[src/rtl/spi_ram_pkg.sv]
// Shared opcodes, frame geometry and FSM/grant types for the SPI RAM sequencer.
package spi_ram_pkg;

    localparam logic [7:0] OP_READ    = 8'h03;
    localparam logic [7:0] OP_WRITE   = 8'h02;
    localparam int         FRAME_BITS = 48;
    localparam int         DATA_BITS  = 16;

    typedef enum logic [1:0] {IDLE, SHIFT, DONE} state_t;
    typedef enum logic       {GNT_I, GNT_D}      grant_t;

    // Words travel low byte first on the wire, each byte MSB first.
    function automatic logic [DATA_BITS-1:0] swap_bytes(input logic [DATA_BITS-1:0] w);
        return {w[7:0], w[15:8]};
    endfunction

endpackage

[src/rtl/spi_frame_shifter.sv]
// 48-bit SPI mode-0 frame engine: loads a frame, toggles spi_clk at clk/2,
// shifts MOSI on falling phases and captures MISO on rising phases.
module spi_frame_shifter
    import spi_ram_pkg::*;
(
    input  logic                  clk,
    input  logic                  rst_n,
    input  logic                  load,
    input  logic [FRAME_BITS-1:0] frame,
    input  logic                  spi_miso,
    output logic                  spi_clk,
    output logic                  spi_mosi,
    output logic                  last_phase,
    output logic [DATA_BITS-1:0]  rx_data
);

    localparam int               CNT_W    = $clog2(FRAME_BITS);
    localparam logic [CNT_W-1:0] LAST_BIT = CNT_W'(FRAME_BITS - 1);

    logic [FRAME_BITS-1:0] shift_q;
    logic [CNT_W-1:0]      bit_cnt;
    logic                  active;
    logic                  phase;

    // NOTE: the shift register is a handful of flops, not a memory, so it is
    // reset like any other state; that also guarantees MOSI reads 0 after reset.
    always_ff @(posedge clk or negedge rst_n) begin
        if (!rst_n) begin
            shift_q <= '0;
            bit_cnt <= '0;
            active  <= 1'b0;
            phase   <= 1'b0;
            rx_data <= '0;
        end else if (load) begin
            shift_q <= frame;
            bit_cnt <= '0;
            active  <= 1'b1;
            phase   <= 1'b0;
        end else if (active) begin
            if (!phase) begin
                phase   <= 1'b1;
                rx_data <= {rx_data[DATA_BITS-2:0], spi_miso};
            end else begin
                phase   <= 1'b0;
                shift_q <= {shift_q[FRAME_BITS-2:0], 1'b0};
                bit_cnt <= bit_cnt + 1'b1;
                if (bit_cnt == LAST_BIT)
                    active <= 1'b0;
            end
        end
    end

    // A completed frame has shifted in 48 zeros, so MOSI idles low between frames.
    assign spi_clk    = phase;
    assign spi_mosi   = shift_q[FRAME_BITS-1];
    assign last_phase = active && phase && (bit_cnt == LAST_BIT);

endmodule

[src/rtl/spi_ram_arbiter.sv]
// Round-robin arbiter between instruction fetch and data port, sequencing one
// 16-bit SPI RAM read or write per grant.
module spi_ram_arbiter
    import spi_ram_pkg::*;
#(
    parameter int ADDR_W = 15,
    parameter int DATA_W = 16
) (
    input  logic              clk,
    input  logic              rst_n,
    input  logic              i_req,
    input  logic [ADDR_W-1:0] i_addr,
    output logic              i_done,
    input  logic              d_req,
    input  logic              d_we,
    input  logic [ADDR_W-1:0] d_addr,
    input  logic [DATA_W-1:0] d_wdata,
    output logic              d_done,
    output logic [DATA_W-1:0] rdata,
    output logic              busy,
    output logic              spi_clk,
    output logic              spi_mosi,
    output logic              spi_select,
    input  logic              spi_miso
);

    state_t                state;
    grant_t                last_grant;
    logic                  is_write;
    logic                  gnt_d;
    logic                  wr_sel;
    logic                  load;
    logic [23:0]           byte_addr;
    logic [FRAME_BITS-1:0] frame;
    logic                  last_phase;
    logic [DATA_BITS-1:0]  rx_data;

    // NOTE: every always_comb output is assigned on every path, so no latch forms.
    always_comb begin
        gnt_d     = d_req && (!i_req || last_grant == GNT_I);
        wr_sel    = gnt_d && d_we;
        load      = (state == IDLE) && (i_req || d_req);
        byte_addr = gnt_d ? 24'({d_addr, 1'b0}) : 24'({i_addr, 1'b0});
        frame     = {wr_sel ? OP_WRITE : OP_READ, byte_addr,
                     wr_sel ? swap_bytes(d_wdata) : {DATA_BITS{1'b0}}};
    end

    spi_frame_shifter u_shifter (
        .clk        (clk),
        .rst_n      (rst_n),
        .load       (load),
        .frame      (frame),
        .spi_miso   (spi_miso),
        .spi_clk    (spi_clk),
        .spi_mosi   (spi_mosi),
        .last_phase (last_phase),
        .rx_data    (rx_data)
    );

    always_ff @(posedge clk or negedge rst_n) begin
        if (!rst_n) begin
            state      <= IDLE;
            last_grant <= GNT_I;
            is_write   <= 1'b0;
            spi_select <= 1'b1;
            busy       <= 1'b0;
            i_done     <= 1'b0;
            d_done     <= 1'b0;
            rdata      <= '0;
        end else begin
            case (state)
                IDLE: begin
                    if (load) begin
                        state      <= SHIFT;
                        last_grant <= gnt_d ? GNT_D : GNT_I;
                        is_write   <= wr_sel;
                        spi_select <= 1'b0;
                        busy       <= 1'b1;
                    end
                end
                SHIFT: begin
                    if (last_phase) begin
                        state      <= DONE;
                        spi_select <= 1'b1;
                        if (last_grant == GNT_D)
                            d_done <= 1'b1;
                        else
                            i_done <= 1'b1;
                        if (!is_write)
                            rdata <= swap_bytes(rx_data);
                    end
                end
                DONE: begin
                    state  <= IDLE;
                    busy   <= 1'b0;
                    i_done <= 1'b0;
                    d_done <= 1'b0;
                end
                default: state <= IDLE;
            endcase
        end
    end

endmodule
[config.mk]
export PLATFORM = sky130hd
export DESIGN_NAME = spi_ram_arbiter
export DESIGN_NICKNAME = d
export VERILOG_FILES = /design/src/rtl/spi_ram_pkg.sv /design/src/rtl/spi_frame_shifter.sv /design/src/rtl/spi_ram_arbiter.sv
export SDC_FILE = /design/constraint.sdc
export NUM_CORES = 1
export LEC_CHECK = 0
export BUFFER_PORTS_ARGS = -buffer_cell sky130_fd_sc_hd__buf_2
export CAP_MARGIN = 5
export CORE_MARGIN = 2
export CORE_UTILIZATION = 55
export DETAILED_ROUTE_END_ITERATION = 7
export PLACE_DENSITY = 0.79
export SYNTH_ARGS = -nofsm -noshare
export SYNTH_HDL_FRONTEND = slang
export SYNTH_SLANG_ARGS = --single-unit
export TNS_END_PERCENT = 20
[constraint.sdc]
create_clock -name clk -period 4.69 [get_ports clk]
set_clock_uncertainty 0.05 [all_clocks]
set_input_delay 0.469 -clock clk [delete_from_list [all_inputs] [get_ports clk]]
set_output_delay 0.469 -clock clk [all_outputs]
set_load 0.01 [all_outputs]
# Word-level counts from Yosys, hierarchy flattened
# Index checks and enable logic that the tools add are counted.
# W data, S select, Z words.
classes:
  add_sub_neg: 1
  mul: 0
  div_mod_pow: 0
  order_cmp: 0
  eq_ne: 7
  shift: 0
  mux: 31
  bitwise: 4
  reduce_logical: 23
ops:
  columns: ["cell", "n"]
  rows:
  - ["$mux W48", 3]
  - ["$mux W16", 2]
  - ["$mux W6", 3]
  - ["$mux W1", 16]
  - ["$reduce_and A3 Y1", 5]
  - ["$reduce_bool A2 Y1", 5]
  - ["$ne A2 B2 Y1 const B", 4]
  - ["$pmux W1 S2", 4]
  - ["$reduce_and A2 Y1", 4]
  - ["$add A6 B1 Y6 const B", 1]
  - ["$eq A6 B6 Y1 const B", 1]
  - ["$logic_and A1 B1 Y1", 5]
  - ["$mux W2", 2]
  - ["$not A1 Y1", 4]
  - ["$pmux W2 S2", 1]
  - ["$eq A2 B1 Y1 const B", 1]
  - ["$eq A2 B2 Y1 const B", 1]
  - ["$logic_not A2 Y1", 1]
  - ["$logic_or A1 B1 Y1", 2]
  - ["$logic_not A1 Y1", 1]
totals:
  ff_bits: 96
  latchBits: 0
  mem_bits_rw: 0
  mem_bits_ro: 0
  out_inout_bits: 22
  n_memories: 0

# Logic depth before layout (Yosys ltp)
# Gate-level depths: netlist (run 1).
logic_depth:
  depth_word: 6
  mapped_depth: 7

# By module
# From an unflattened synthesis (run 1), not the netlist that was laid out.
hier_totals:
  hier_cells: 384
  hier_area_um2: 4541.9
by_module_without_submodules:
  columns: ["module", "n_inst", "cells_per_inst", "area_each_um2", "seq_area_each_um2"]
  rows:
  - ["spi_frame_shifter", 1, 283, 3260.6, 1801.7]
  - ["spi_ram_arbiter", 1, 101, 1281.2, 601.8]

# Least setup slack after synthesis (run 1)
# No wires, ideal clock.
synth_path:
  path_type: "register to register"
  startpoint: "register u_shifter.bit_cnt[0]"
  endpoint: "register rdata[10]"
  setup_ps: 125
  t_arrival_ps: 1875
  required_ps: 4515
  setup_slack_ps: 2640
  stages_incl_launch_ff: 8
  n_path_buf: 2
  synth_period_minus_slack_ps: 2050
  cell_sequence: "dfrtp_1 -> ha_1 -> nand4_2 -> or3_4 -> or3_1 -> buf_6 -> buf_12 -> mux2_4"
synth_between:
  elab_chain_len: 3
synth_lines:
  columns: ["item", "line_no", "source"]
  rows:
  - ["start, declared", "spi_frame_shifter.sv:21", "logic [CNT_W-1:0] bit_cnt;"]
  - ["start signal, assigned", "spi_frame_shifter.sv:46", "bit_cnt <= bit_cnt + 1'b1;"]
  - ["$eq A6 B6 Y1", "spi_frame_shifter.sv:56", "assign last_phase = active && phase && (bit_cnt == LAST_BIT);"]
  - ["$logic_and A1 B1 Y1", "spi_frame_shifter.sv:56", null]
  - ["$reduce_and A3 Y1 (no source line)", null, null]
  - ["end signal, assigned", "spi_ram_arbiter.sv:90", "rdata <= swap_bytes(rx_data);"]
  - ["end, declared", "spi_ram_arbiter.sv:19", "output logic [DATA_W-1:0] rdata,"]
# Every way passes these cells.
# A chain may end at the register's enable or synchronous reset.

# Final worst setup path (run 1)
layout_path:
  startpoint: "register state[0]"
  endpoint: "register u_shifter.rx_data[15]"
layout_between:
  elab_chain_len: 4
layout_lines:
  columns: ["item", "line_no", "source"]
  rows:
  - ["start, declared", "spi_ram_arbiter.sv:27", "state_t state;"]
  - ["start signal, assigned", "spi_ram_arbiter.sv:62", "state <= IDLE;"]
  - ["start signal, assigned", "spi_ram_arbiter.sv:74", "state <= SHIFT;"]
  - ["start signal, assigned", "spi_ram_arbiter.sv:83", "state <= DONE;"]
  - ["$logic_not A2 Y1", "spi_ram_arbiter.sv:42", "load = (state == IDLE) && (i_req || d_req);"]
  - ["$logic_and A1 B1 Y1", "spi_ram_arbiter.sv:42", null]
  - ["$not A1 Y1 (no source line)", null, null]
  - ["$reduce_and A3 Y1 (no source line)", null, null]
  - ["end signal, assigned", "spi_frame_shifter.sv:42", "rx_data <= {rx_data[DATA_BITS-2:0], spi_miso};"]
  - ["end, declared", "spi_frame_shifter.sv:14", "output logic [DATA_BITS-1:0] rx_data"]
# Every way passes these cells.

==> results.txt, run 1 <==
----------------------------------------------------
[Setup path]
  Maximum fanout along the worst path ... 25
  Category of the most critical setup path ... reg2reg
  Capturing element type of the critical path ... flip-flop
  CP Data Required Time ... 4.87 ns
  CP arrival ... 2.73 ns
  Startpoint kind of the worst setup timing path ... flip-flop

[Clock tree]
  Clk pin slew, worst setup/hold paths ... 0.10 ns
  Post-CTS Setup Inserts ... 0
  CTS tree ... yes
  Number of buffers on the longest clock path ... 2
  Number of buffers inserted for hold repair after clock tree synthesis ... 0
  Number of clock sinks ... 96
  Number of gates given a new drive strength after cts ... 0
  Total clock buffers created by CTS ... 9
  Buffer type at the clock tree root ... sky130_fd_sc_hd__clkbuf_8
  Later-pin clock latency in the skew report ... 0.35 ns
  Number of H-tree levels ... 3

[STA]
  Fmax achieved ... 393 MHz
  Setup violations, final ... 0
  Hold violation total from the final report ... 0
  RSZ-0062 raised after global routing ... false
  Setup_tns ... 0 ns
  Smallest hold slack ... 0.127 ns
  Pin slew with the least headroom to its limit ... 0.843 ns
  Final critical delay including setup and external delays ... 2.54 ns
  Remaining max-slew budget at the tightest pin ... 43.8%
  Share of the clock period used by the worst path ... 54.3%
  Max-slew violation count ... 0

[Final layout]
  Commonest cells after routing, fill and taps aside ... sky130_fd_sc_hd__dfrtp_1 (95), sky130_fd_sc_hd__buf_2 (72), sky130_fd_sc_hd__nand2_1 (59)
  Filler cell count in the final layout ... 565
  Net count of the finished layout ... 482
  Share of the core filled with cells ... 65.3%
  Fraction of final layout cells sized beyond drive strength 1 ... 30.9%
  Synth-to-layout area growth ... 14.0%
  Most common cell after layout, fill and taps aside ... sky130_fd_sc_hd__dfrtp_1
  Ant diodes ... 0
  Count of placed standard cells in the final layout, fillers left out ... 533

[Routing]
  Remaining number of nets flagged by the antenna check after routing ... 0
  DR WL/cell ... 15.3 um
  1st-pass router iterations ... 4
  Iteration-0 DRC count of the detailed router ... 219
  Via density per instance ... 5.60
  Drt drc ... 0
  Total via count in the routed design ... 2,987
  Final routed wirelength across all metal layers ... 8180 um

[Logic synthesis]
  Synth Net Count ... 421
  Fraction of the yosys area taken by sequential cells ... 57.3%
  Number of flops mapped to enable cells by yosys ... 0
  Async set-reset flop share out of synthesis ... 100%
  #FFs+latches synth ... 96
  Synth cell types ... 35
  Syn_area_per_cell ... 11.4 um2
  Total number of yosys warnings ... 0
  Cell area after synthesis ... 4200 um2
  Cell count after synthesis ... 368
  Most frequently used flop master after synthesis ... sky130_fd_sc_hd__dfrtp_1

[Power]
  Final Total Pwr ... 0.00141 W
  Leakage power ... 2.36 nW
  Pwr per Cell Area ... 295 nW/um2
  Maximum vdd drop ... 0.000175 V

[Placed design]
  Placed cells ... 517
  Count of input and output buffers ... 73
  RD Place Congestion ... 0.774
  Dpl hpwl ... 5360 um

[Worst hold path]
  Hold WC Path Type ... in2async

[Run]
  Max capacitance violation total ... 0

[Floorplan]
  Starting density of the core ... 57.2%
  Total number of placement rows ... 31
  Die area ... 8340 um2
  Number of primary I/O pins ... 74
  Die span in x ... 91.3 um
  Die span in y ... 91.3 um
  Core ar. ... 7330 um2

[Global routing]
  GRT Total Usage ... 21.4%
  Number of antenna violations at the first check in global routing ... 0
  Total congestion overflow ... 0
  Vias in the first global route ... 3,165
  Global-route wire length before repair ... 14,400 um
  Maximum number of pins on one net before global-route repair ... 62

[Outcome]
  Status ... completed

----------------------------------------------------
[Yosys cell counts, types with 3 or more instances]
cell	number	share of area, %
sky130_fd_sc_hd__buf_2	6	0.72
sky130_fd_sc_hd__o211ai_1	16	2.9
sky130_fd_sc_hd__mux2_2	22	5.9
sky130_fd_sc_hd__a21oi_1	17	2.0
sky130_fd_sc_hd__nand2_1	59	5.3
sky130_fd_sc_hd__o21ai_0	37	4.4
sky130_fd_sc_hd__mux2_4	10	3.6
sky130_fd_sc_hd__clkbuf_1	21	1.9
sky130_fd_sc_hd__nor2_1	8	0.72
sky130_fd_sc_hd__dfrtp_1	95	57
sky130_fd_sc_hd__inv_1	3	0.27
sky130_fd_sc_hd__a22o_1	15	3.1
sky130_fd_sc_hd__xor2_1	4	0.83
sky130_fd_sc_hd__a2bb2oi_1	30	6.3
[critical path: stages, from the launching register on]
cell and delay, ns:
sky130_fd_sc_hd__dfrtp_1 0.42, sky130_fd_sc_hd__nor2_1 0.13, sky130_fd_sc_hd__buf_4 0.24, sky130_fd_sc_hd__o21a_1 0.72
sky130_fd_sc_hd__or3_2 0.48, sky130_fd_sc_hd__mux2_2 0.38
[kinds of logic after synthesis]
kind of cell / after synthesis / share of synthesized area, %
AO/OA/AOI/OAI: 122 / 20.0
adder cells (fa/ha/maj): 1 / 0.298
XOR/XNOR: 6 / 1.25
AND/OR/NAND/NOR: 79 / 8.08
flip-flops: 96 / 57.3
buffers and inverters: 32 / 3.61
multiplexers: 32 / 9.48
[final timing paths]
path	start	endpoint	slack (ns)	cells after the start
max in group asynchronous	rst_n	spi_select$_DFFE_PN1P_	3.50	2
hold / removal	rst_n	rdata[4]$_DFFE_PN0P_	0.13	1
hold reg to reg	rdata[0]$_DFFE_PN0P_	rdata[0]$_DFFE_PN0P_	0.46	1
setup reg to reg	state[0]$_DFFE_PN0P_	u_shifter.rx_data[15]$_DFFE_PN0P_	2.15	5
setup / recovery	state[0]$_DFFE_PN0P_	u_shifter.rx_data[15]$_DFFE_PN0P_	2.15	5
min in group clk	d_wdata[4]	u_shifter.shift_q[12]$_DFFE_PN0P_	0.30	3
[per-stage QoR]
step	worst slack (ns)	instance area (um2)
6_report	2.15	4780
5_1_grt	1.96	4780
4_1_cts	2.14	4780
3_5_place_dp	2.13	4600
3_3_place_gp	2.21	4600
2_1_floorplan	2.64	4200
[flip-flops by register name (all words and copies together), names as in the netlist]
| register | flops |
|---|---|
| busy | 1 |
| d_done | 1 |
| i_done | 1 |
| is_write | 1 |
| last_grant | 1 |
| rdata | 16 |
| spi_select | 1 |
| state | 2 |
| u_shifter.active | 1 |
| u_shifter.bit_cnt | 6 |
| u_shifter.rx_data | 16 |
| u_shifter.shift_q | 48 |
| u_shifter.spi_clk | 1 |
[where the power goes]
group	internal (W)	switching (W)	leakage, nW
clock	0.000215	0.000292	0.0952
combinational	0.0000291	0.0000353	0.992
sequential	0.000834	0.00000520	1.27
total	0.00108	0.000333	2.36
[routing by layer]
layer	wire [um]	part of all wire, %	up-vias	track usage, %
met5	0	0	-	0
met4	58	0.71	0	7.45
met3	309	3.8	6	3.24
met2	3940	48	76	36.4
met1	3870	47	1467	28.0
li1	-	-	1438	-
[layout make-up]
class                   instances  area, um2  area share (%)
clock buffers                  10        138            2.88
clock inverters                 6       50.0            1.05
inverters                       3       11.3           0.235
multi-input cells             240       1640            34.4
flip-flops and latches         96       2400            50.2
well taps                      99        124            2.59
repair buffers                 79        413            8.63
Note: power is estimated with default switching activity, not from simulation.
==> run 2, diff against run 1 <==
--- a/config.mk
+++ b/config.mk
@@ -8,9 +8,9 @@
 export BUFFER_PORTS_ARGS = -buffer_cell sky130_fd_sc_hd__buf_2
 export CAP_MARGIN = 5
 export CORE_MARGIN = 2
-export CORE_UTILIZATION = 55
+export CORE_UTILIZATION = 50
 export DETAILED_ROUTE_END_ITERATION = 7
-export PLACE_DENSITY = 0.79
+export PLACE_DENSITY = 0.75
 export SYNTH_ARGS = -nofsm -noshare
 export SYNTH_HDL_FRONTEND = slang
 export SYNTH_SLANG_ARGS = --single-unit
==> constraint.sdc (replaced) <==
create_clock -name clk -period 2.1 [get_ports clk]
set_clock_uncertainty 0.05 [all_clocks]
set_input_delay 0.21 -clock clk [delete_from_list [all_inputs] [get_ports clk]]
set_output_delay 0.21 -clock clk [all_outputs]
set_load 0.01 [all_outputs]
==> results.txt, run 2 (synthesized netlist as in run 1, its figures left out) <==
----------------------------------------------------
[Outcome]
  Status ... completed

[Clock tree]
  Buffer type at the clock tree root ... sky130_fd_sc_hd__clkbuf_8
  Later-pin clock latency in the skew report ... 0.37 ns
  Number of H-tree levels ... 3
  CTS tree ... yes
  Clk pin slew, worst setup/hold paths ... 0.09 ns
  Number of clock sinks ... 96
  Total clock buffers created by CTS ... 9
  Number of buffers on the longest clock path ... 2

[STA]
  Min setup slack post-route ... 0.0811 ns
  Smallest hold slack ... 0.0170 ns
  Final critical delay including setup and external delays ... 2.02 ns
  Remaining max-slew budget at the tightest pin ... 64.0%
  Hold violation total from the final report ... 0
  Fmax achieved ... 495 MHz
  Max-slew violation count ... 0
  Setup violations, final ... 0
  Share of the clock period used by the worst path ... 96.1%
  Pin slew with the least headroom to its limit ... 0.540 ns

[Floorplan]
  Total number of placement rows ... 33
  Die span in y ... 95.6 um
  Die area ... 9140 um2
  Number of primary I/O pins ... 74
  Core ar. ... 8180 um2
  Starting density of the core ... 51.3%
  Die span in x ... 95.6 um

[Power]
  Final Total Pwr ... 0.00317 W
  Leakage power ... 2.41 nW
  Maximum vdd drop ... 0.000313 V
  Pwr per Cell Area ... 644 nW/um2

[Final layout]
  Register name with the most flops ... u_shifter.shift_q
  Fraction of final layout cells sized beyond drive strength 1 ... 32.8%
  Ant diodes ... 0
  Commonest cells after routing, fill and taps aside ... sky130_fd_sc_hd__dfrtp_1 (95), sky130_fd_sc_hd__buf_2 (72), sky130_fd_sc_hd__nand2_1 (59)
  Net count of the finished layout ... 493
  Count of placed standard cells in the final layout, fillers left out ... 550
  Share of the core filled with cells ... 60.2%
  Synth-to-layout area growth ... 17.3%
  Number of flip-flops in the largest register ... 48
  Most common cell after layout, fill and taps aside ... sky130_fd_sc_hd__dfrtp_1
  Biggest registers after layout ... u_shifter.shift_q (48), rdata (16), u_shifter.rx_data (16)
  Filler cell count in the final layout ... 688

[Routing]
  Iteration-0 DRC count of the detailed router ... 108
  DR WL/cell ... 14.7 um
  Remaining number of nets flagged by the antenna check after routing ... 0
  Drt drc ... 0
  Total via count in the routed design ... 3,013
  1st-pass router iterations ... 5
  Via density per instance ... 5.48
  Final routed wirelength across all metal layers ... 8090 um

[Run]
  Max capacitance violation total ... 0

[Global routing]
  Global-route wire length before repair ... 13,900 um
  Maximum number of pins on one net before global-route repair ... 43
  Total congestion overflow ... 0
  Vias in the first global route ... 2,965
  Number of antenna violations at the first check in global routing ... 0
  GRT Total Usage ... 19.6%

[Setup path]
  R2R depth ... 6
  Capturing element type of the critical path ... flip-flop
  CP Data Required Time ... 2.30 ns
  Maximum fanout along the worst path ... 16
  Category of the most critical setup path ... reg2reg
  Startpoint kind of the worst setup timing path ... flip-flop
  CP arrival ... 2.22 ns

[Worst hold path]
  Hold WC Path Type ... in2reg
  Cell count of the worst hold path ... 2

[Placed design]
  Count of input and output buffers ... 73
  Dpl hpwl ... 5510 um
  RD Place Congestion ... 0.724
  DP Worst Slack ... 0.0645 ns
  Placed cells ... 533

----------------------------------------------------
==> run 2: layer usage <==
layer	track usage, %	part of all wire, %	up-vias
li1	-	-	1460
met1	27.8	48	1464
met2	29.8	46	78
met3	3.64	4.3	11
met4	8.21	1.8	0
met5	0	0	-
==> run 2: path summary, 6_finish.rpt <==
kind,startpoint,endpoint,slack [ns]
max reg2reg,u_shifter.bit_cnt[1]$_DFFE_PN0P_,rdata[7]$_DFFE_PN0P_,0.08
min reg2reg,u_shifter.rx_data[15]$_DFFE_PN0P_,rdata[7]$_DFFE_PN0P_,0.46
max in group asynchronous,rst_n,u_shifter.shift_q[0]$_DFFE_PN0P_,1.05
max,u_shifter.bit_cnt[1]$_DFFE_PN0P_,rdata[7]$_DFFE_PN0P_,0.08
min,d_wdata[8],u_shifter.shift_q[0]$_DFFE_PN0P_,0.02
min in group asynchronous,rst_n,rdata[4]$_DFFE_PN0P_,0.26
==> run 2: final cells by class <==
type	instances	area (um2)	share of cell area, %
clock buffer	10	138	2.80
clock inverter	6	52.6	1.07
inverter	3	11.3	0.229
multi-input combinational	240	1660	33.7
sequential	96	2400	48.9
tap	105	131	2.67
timing repair buffer	90	523	10.6
==> run 2: what timing repair did <==
| item | CTS | global route |
|---|---|---|
| setup buffers | 0 | 0 |
| hold endpoints to repair | 27 | 0 |
| hold buffers | 1 | 0 |
| gates resized for setup | 0 | 3 |
| setup endpoints to repair | 0 | 16 |
==> run 2: per-stage QoR <==
stage                     cell area (um2)  TNS [ns]
final                                4920         0
after global routing                 4920  -0.00371
after CTS                            4900         0
after detailed placement             4700         0
after global placement               4700         0
after floorplan                      4200         0
==> run 2: power by group <==
group          leakage, nW  internal (W)  switching (W)
clock               0.0910      0.000479       0.000668
combinational         1.05     0.0000711      0.0000784
sequential            1.27       0.00186      0.0000110
total                 2.41       0.00241       0.000757
==> run 2: critical path, stage by stage (launching register included) <==
cell                      delay (ns)
sky130_fd_sc_hd__dfrtp_1        0.37
sky130_fd_sc_hd__ha_2           0.21
sky130_fd_sc_hd__nand4_4        0.11
sky130_fd_sc_hd__or3_4          0.35
sky130_fd_sc_hd__or3_4          0.35
sky130_fd_sc_hd__buf_12         0.17
sky130_fd_sc_hd__mux2_4         0.29
==> run 3, diff against run 2 <==
--- a/config.mk
+++ b/config.mk
@@ -5,13 +5,15 @@
 export SDC_FILE = /design/constraint.sdc
 export NUM_CORES = 1
 export LEC_CHECK = 0
+export ABC_CLOCK_PERIOD_IN_PS = 2100
 export BUFFER_PORTS_ARGS = -buffer_cell sky130_fd_sc_hd__buf_2
 export CAP_MARGIN = 5
 export CORE_MARGIN = 2
-export CORE_UTILIZATION = 50
+export CORE_UTILIZATION = 51
 export DETAILED_ROUTE_END_ITERATION = 7
-export PLACE_DENSITY = 0.75
+export PLACE_DENSITY = 0.76
 export SYNTH_ARGS = -nofsm -noshare
 export SYNTH_HDL_FRONTEND = slang
+export SYNTH_HIERARCHICAL = 1
 export SYNTH_SLANG_ARGS = --single-unit
 export TNS_END_PERCENT = 20
==> results.txt, run 3 <==
----------------------------------------------------
[Logic synthesis]
  Top post-synthesis cells by area ... sky130_fd_sc_hd__dfrtp_1 (52%), sky130_fd_sc_hd__mux2i_1 (11%), sky130_fd_sc_hd__mux2_2 (6.9%)
  #FFs+latches synth ... 96
  Cell area after synthesis ... 4540 um2
  Cell count after synthesis ... 384
  Number of flops mapped to enable cells by yosys ... 0
  Async set-reset flop share out of synthesis ... 100%
  Post-synth top cells ... sky130_fd_sc_hd__dfrtp_1 (95), sky130_fd_sc_hd__nand2_1 (56), sky130_fd_sc_hd__mux2i_1 (48)
  Synth cell types ... 35
  Fraction of the yosys area taken by sequential cells ... 52.9%
  Most common cell in the netlist ... sky130_fd_sc_hd__dfrtp_1
  Total number of yosys warnings ... 6
  Most frequently used flop master after synthesis ... sky130_fd_sc_hd__dfrtp_1
  Yosys top cell area share ... 52.3%
  Syn_area_per_cell ... 11.8 um2
  Biggest area consumer among synthesized cells ... sky130_fd_sc_hd__dfrtp_1

[STA]
  Share of the clock period used by the worst path ... 94.2%
  Hold violation total from the final report ... 0
  Setup violations, final ... 0
  Fmax achieved ... 505 MHz
  Final critical delay including setup and external delays ... 1.98 ns
  Setup_tns ... 0 ns
  Max-slew violation count ... 0
  RSZ-0062 raised after global routing ... false

[Setup path]
  Startpoint kind of the worst setup timing path ... flip-flop
  CP arrival ... 2.18 ns
  Cell family with the largest share of critical-path delay ... simple AND/OR/NAND/NOR gates
  CP Data Required Time ... 2.30 ns
  Slowest cell on the critical path ... sky130_fd_sc_hd__dfrtp_1
  Maximum fanout along the worst path ... 16
  CP cell instances ... and4b_1, nand3_1, nor2_1, and3b_4, and2_4, mux2_2
  Category of the most critical setup path ... reg2reg
  Start of the worst register-to-register path ... u_shifter/bit_cnt[4]$_DFFE_PN0P_
  Crit path largest cell delay ... 0.41 ns
  Capturing element type of the critical path ... flip-flop
  Worst R2R End ... rdata[1]$_DFFE_PN0P_
  FF-to-FF setup slack ... 0.12 ns
  Buffers & Inverters on Critical Path ... 0
  R2R depth ... 6
  Worst setup startpoint ... u_shifter/bit_cnt[4]$_DFFE_PN0P_

[Floorplan]
  Starting density of the core ... 52.3%
  Die span in x ... 98.4 um
  Core ar. ... 8680 um2
  Die span in y ... 98.4 um
  Die area ... 9680 um2
  Number of primary I/O pins ... 74
  Total number of placement rows ... 34

[Power]
  Maximum vdd drop ... 0.000672 V
  Pwr per Cell Area ... 1370 nW/um2
  Leakage power ... 2.59 nW

[Placed design]
  Placed cells ... 562
  RD Place Congestion ... 0.743
  Count of input and output buffers ... 73
  Dpl hpwl ... 5300 um

[Clock tree]
  Later-pin clock latency in the skew report ... 0.35 ns
  CTS tree ... yes
  Total clock buffers created by CTS ... 9
  Number of clock sinks ... 96
  Buffer type at the clock tree root ... sky130_fd_sc_hd__clkbuf_8
  Clk pin slew, worst setup/hold paths ... 0.09 ns
  Number of buffers on the longest clock path ... 2
  Number of H-tree levels ... 3
  Number of gates given a new drive strength after cts ... 0
  Post-CTS Setup Inserts ... 0

[Final layout]
  Share of the core filled with cells ... 60.1%
  Ant diodes ... 0
  Count of placed standard cells in the final layout, fillers left out ... 579
  Sequential cell area ... 2400 um2
  Biggest registers after layout ... u_shifter/shift_q (48), rdata (16), u_shifter/rx_data (16)
  Number of flip-flops in the largest register ... 48
  Combined area of the multi-input logic cells ... 1980 um2
  Commonest cells after routing, fill and taps aside ... sky130_fd_sc_hd__dfrtp_1 (95), sky130_fd_sc_hd__buf_2 (72), sky130_fd_sc_hd__nand2_1 (56)
  Register name with the most flops ... u_shifter/shift_q
  Fraction of final layout cells sized beyond drive strength 1 ... 32.7%
  Filler cell count in the final layout ... 746
  Net count of the finished layout ... 519
  Most common cell after layout, fill and taps aside ... sky130_fd_sc_hd__dfrtp_1
  Synth-to-layout area growth ... 14.8%

[Routing]
  Final routed wirelength across all metal layers ... 8060 um
  Amount of wire on met2 after detailed routing ... 3850 um
  Via density per instance ... 5.16
  Routed wire length on met3 ... 370 um
  Drt drc ... 0
  Max layer used ... met4
  Remaining number of nets flagged by the antenna check after routing ... 0
  Iteration-0 DRC count of the detailed router ... 98
  Met1 WL ... 3770 um
  Total via count in the routed design ... 2,990
  1st-pass router iterations ... 4
  DR WL/cell ... 13.9 um

[Global routing]
  Number of antenna violations at the first check in global routing ... 0
  Global-route wire length before repair ... 13,800 um
  GRT Total Usage ... 17.6%
  Maximum number of pins on one net before global-route repair ... 106
  Vias in the first global route ... 2,951
  Total congestion overflow ... 0

[Worst hold path]
  Min-Delay Startpoint ... spi_miso
  Worst Hold Endpoint ... u_shifter/rx_data[0]$_DFFE_PN0P_
  Cell count of the worst hold path ... 2
  Hold WC Path Type ... in2reg

[Run]
  Max capacitance violation total ... 0

[Outcome]
  Status ... completed

----------------------------------------------------
==> run 3: cell types whose count changed after synthesis, sizes merged, moves of 4 or more <==
cell	change
o21ai	+19
o211ai	-16
buf	+6
mux2	+16
and3	+14
a21oi	-13
clkbuf	-10
a2bb2oi	-30
a22o	-15
mux2i	+48
nand3	+4
==> run 3: kinds of logic after synthesis <==
group | synth area share, %
other | 0.165
multiplexers | 24.1
adder cells (fa/ha/maj) | 0.275
AO/OA/AOI/OAI | 7.41
buffers and inverters | 4.68
flip-flops | 52.9
XOR/XNOR | 0.579
AND/OR/NAND/NOR | 9.83
==> run 3: how the worst max path moves through the flow <==
stage	endpoint	slack, ns	cells after the start
final	rdata[1]$_DFFE_PN0P_	0.12	6
after global routing	rdata[1]$_DFFE_PN0P_	0.04	6
after floorplan	rdata[0]$_DFFE_PN0P_	0.05	9
after CTS	rdata[1]$_DFFE_PN0P_	0.11	6
after detailed placement	rdata[1]$_DFFE_PN0P_	0.12	6
after global placement	rdata[2]$_DFFE_PN0P_	0.21	6
==> run 3: metal layers <==
metal	up-vias	track usage (%)
li1	1478	-
met1	1426	23.7
met2	78	28.7
met3	8	4.08
met4	0	5.37
met5	-	0
==> run 3: per-stage QoR <==
stage | total power [W] | hold slack (ns) | cell area [um2] | setup slack, ns
floorplan | 0.00548 | -0.136 | 4590 | 0.0495
global placement | 0.00585 | 0.0923 | 5010 | 0.207
detailed placement | 0.00602 | 0.0983 | 5010 | 0.124
CTS | 0.00723 | 0.0221 | 5220 | 0.114
global route | 0.00767 | 0.0204 | 5220 | 0.0450
finish | 0.00714 | 0.0343 | 5220 | 0.121
==> run 3: repair_timing <==
action                                 4_1_cts  5_1_grt
hold buffers                                 1        0
endpoints found under the hold margin       25        0
setup endpoints to repair                    0        0
==> run 3: area by class of cell <==
class | instances | area share (%)
multi-input combinational | 273 | 37.9
clock inverter | 7 | 1.34
tap | 108 | 2.59
sequential | 96 | 46.1
inverter | 4 | 0.336
timing repair buffer | 82 | 9.35
clock buffer | 9 | 2.37
==> run 3: power by group <==
part	internal [W]	switching (W)	total (W)
registers	0.00259	0.000474	0.00307
logic	0.00150	0.00139	0.00289
clock network	0.000550	0.000630	0.00118
total	0.00465	0.00249	0.00714
==> run 3: worst reg2reg max path: stages, from the launching register on <==
cell,delay (ns)
sky130_fd_sc_hd__dfrtp_1,0.41
sky130_fd_sc_hd__and4b_1,0.25
sky130_fd_sc_hd__nand3_1,0.09
sky130_fd_sc_hd__nor2_1,0.14
sky130_fd_sc_hd__and3b_4,0.22
sky130_fd_sc_hd__and2_4,0.32
sky130_fd_sc_hd__mux2_2,0.39
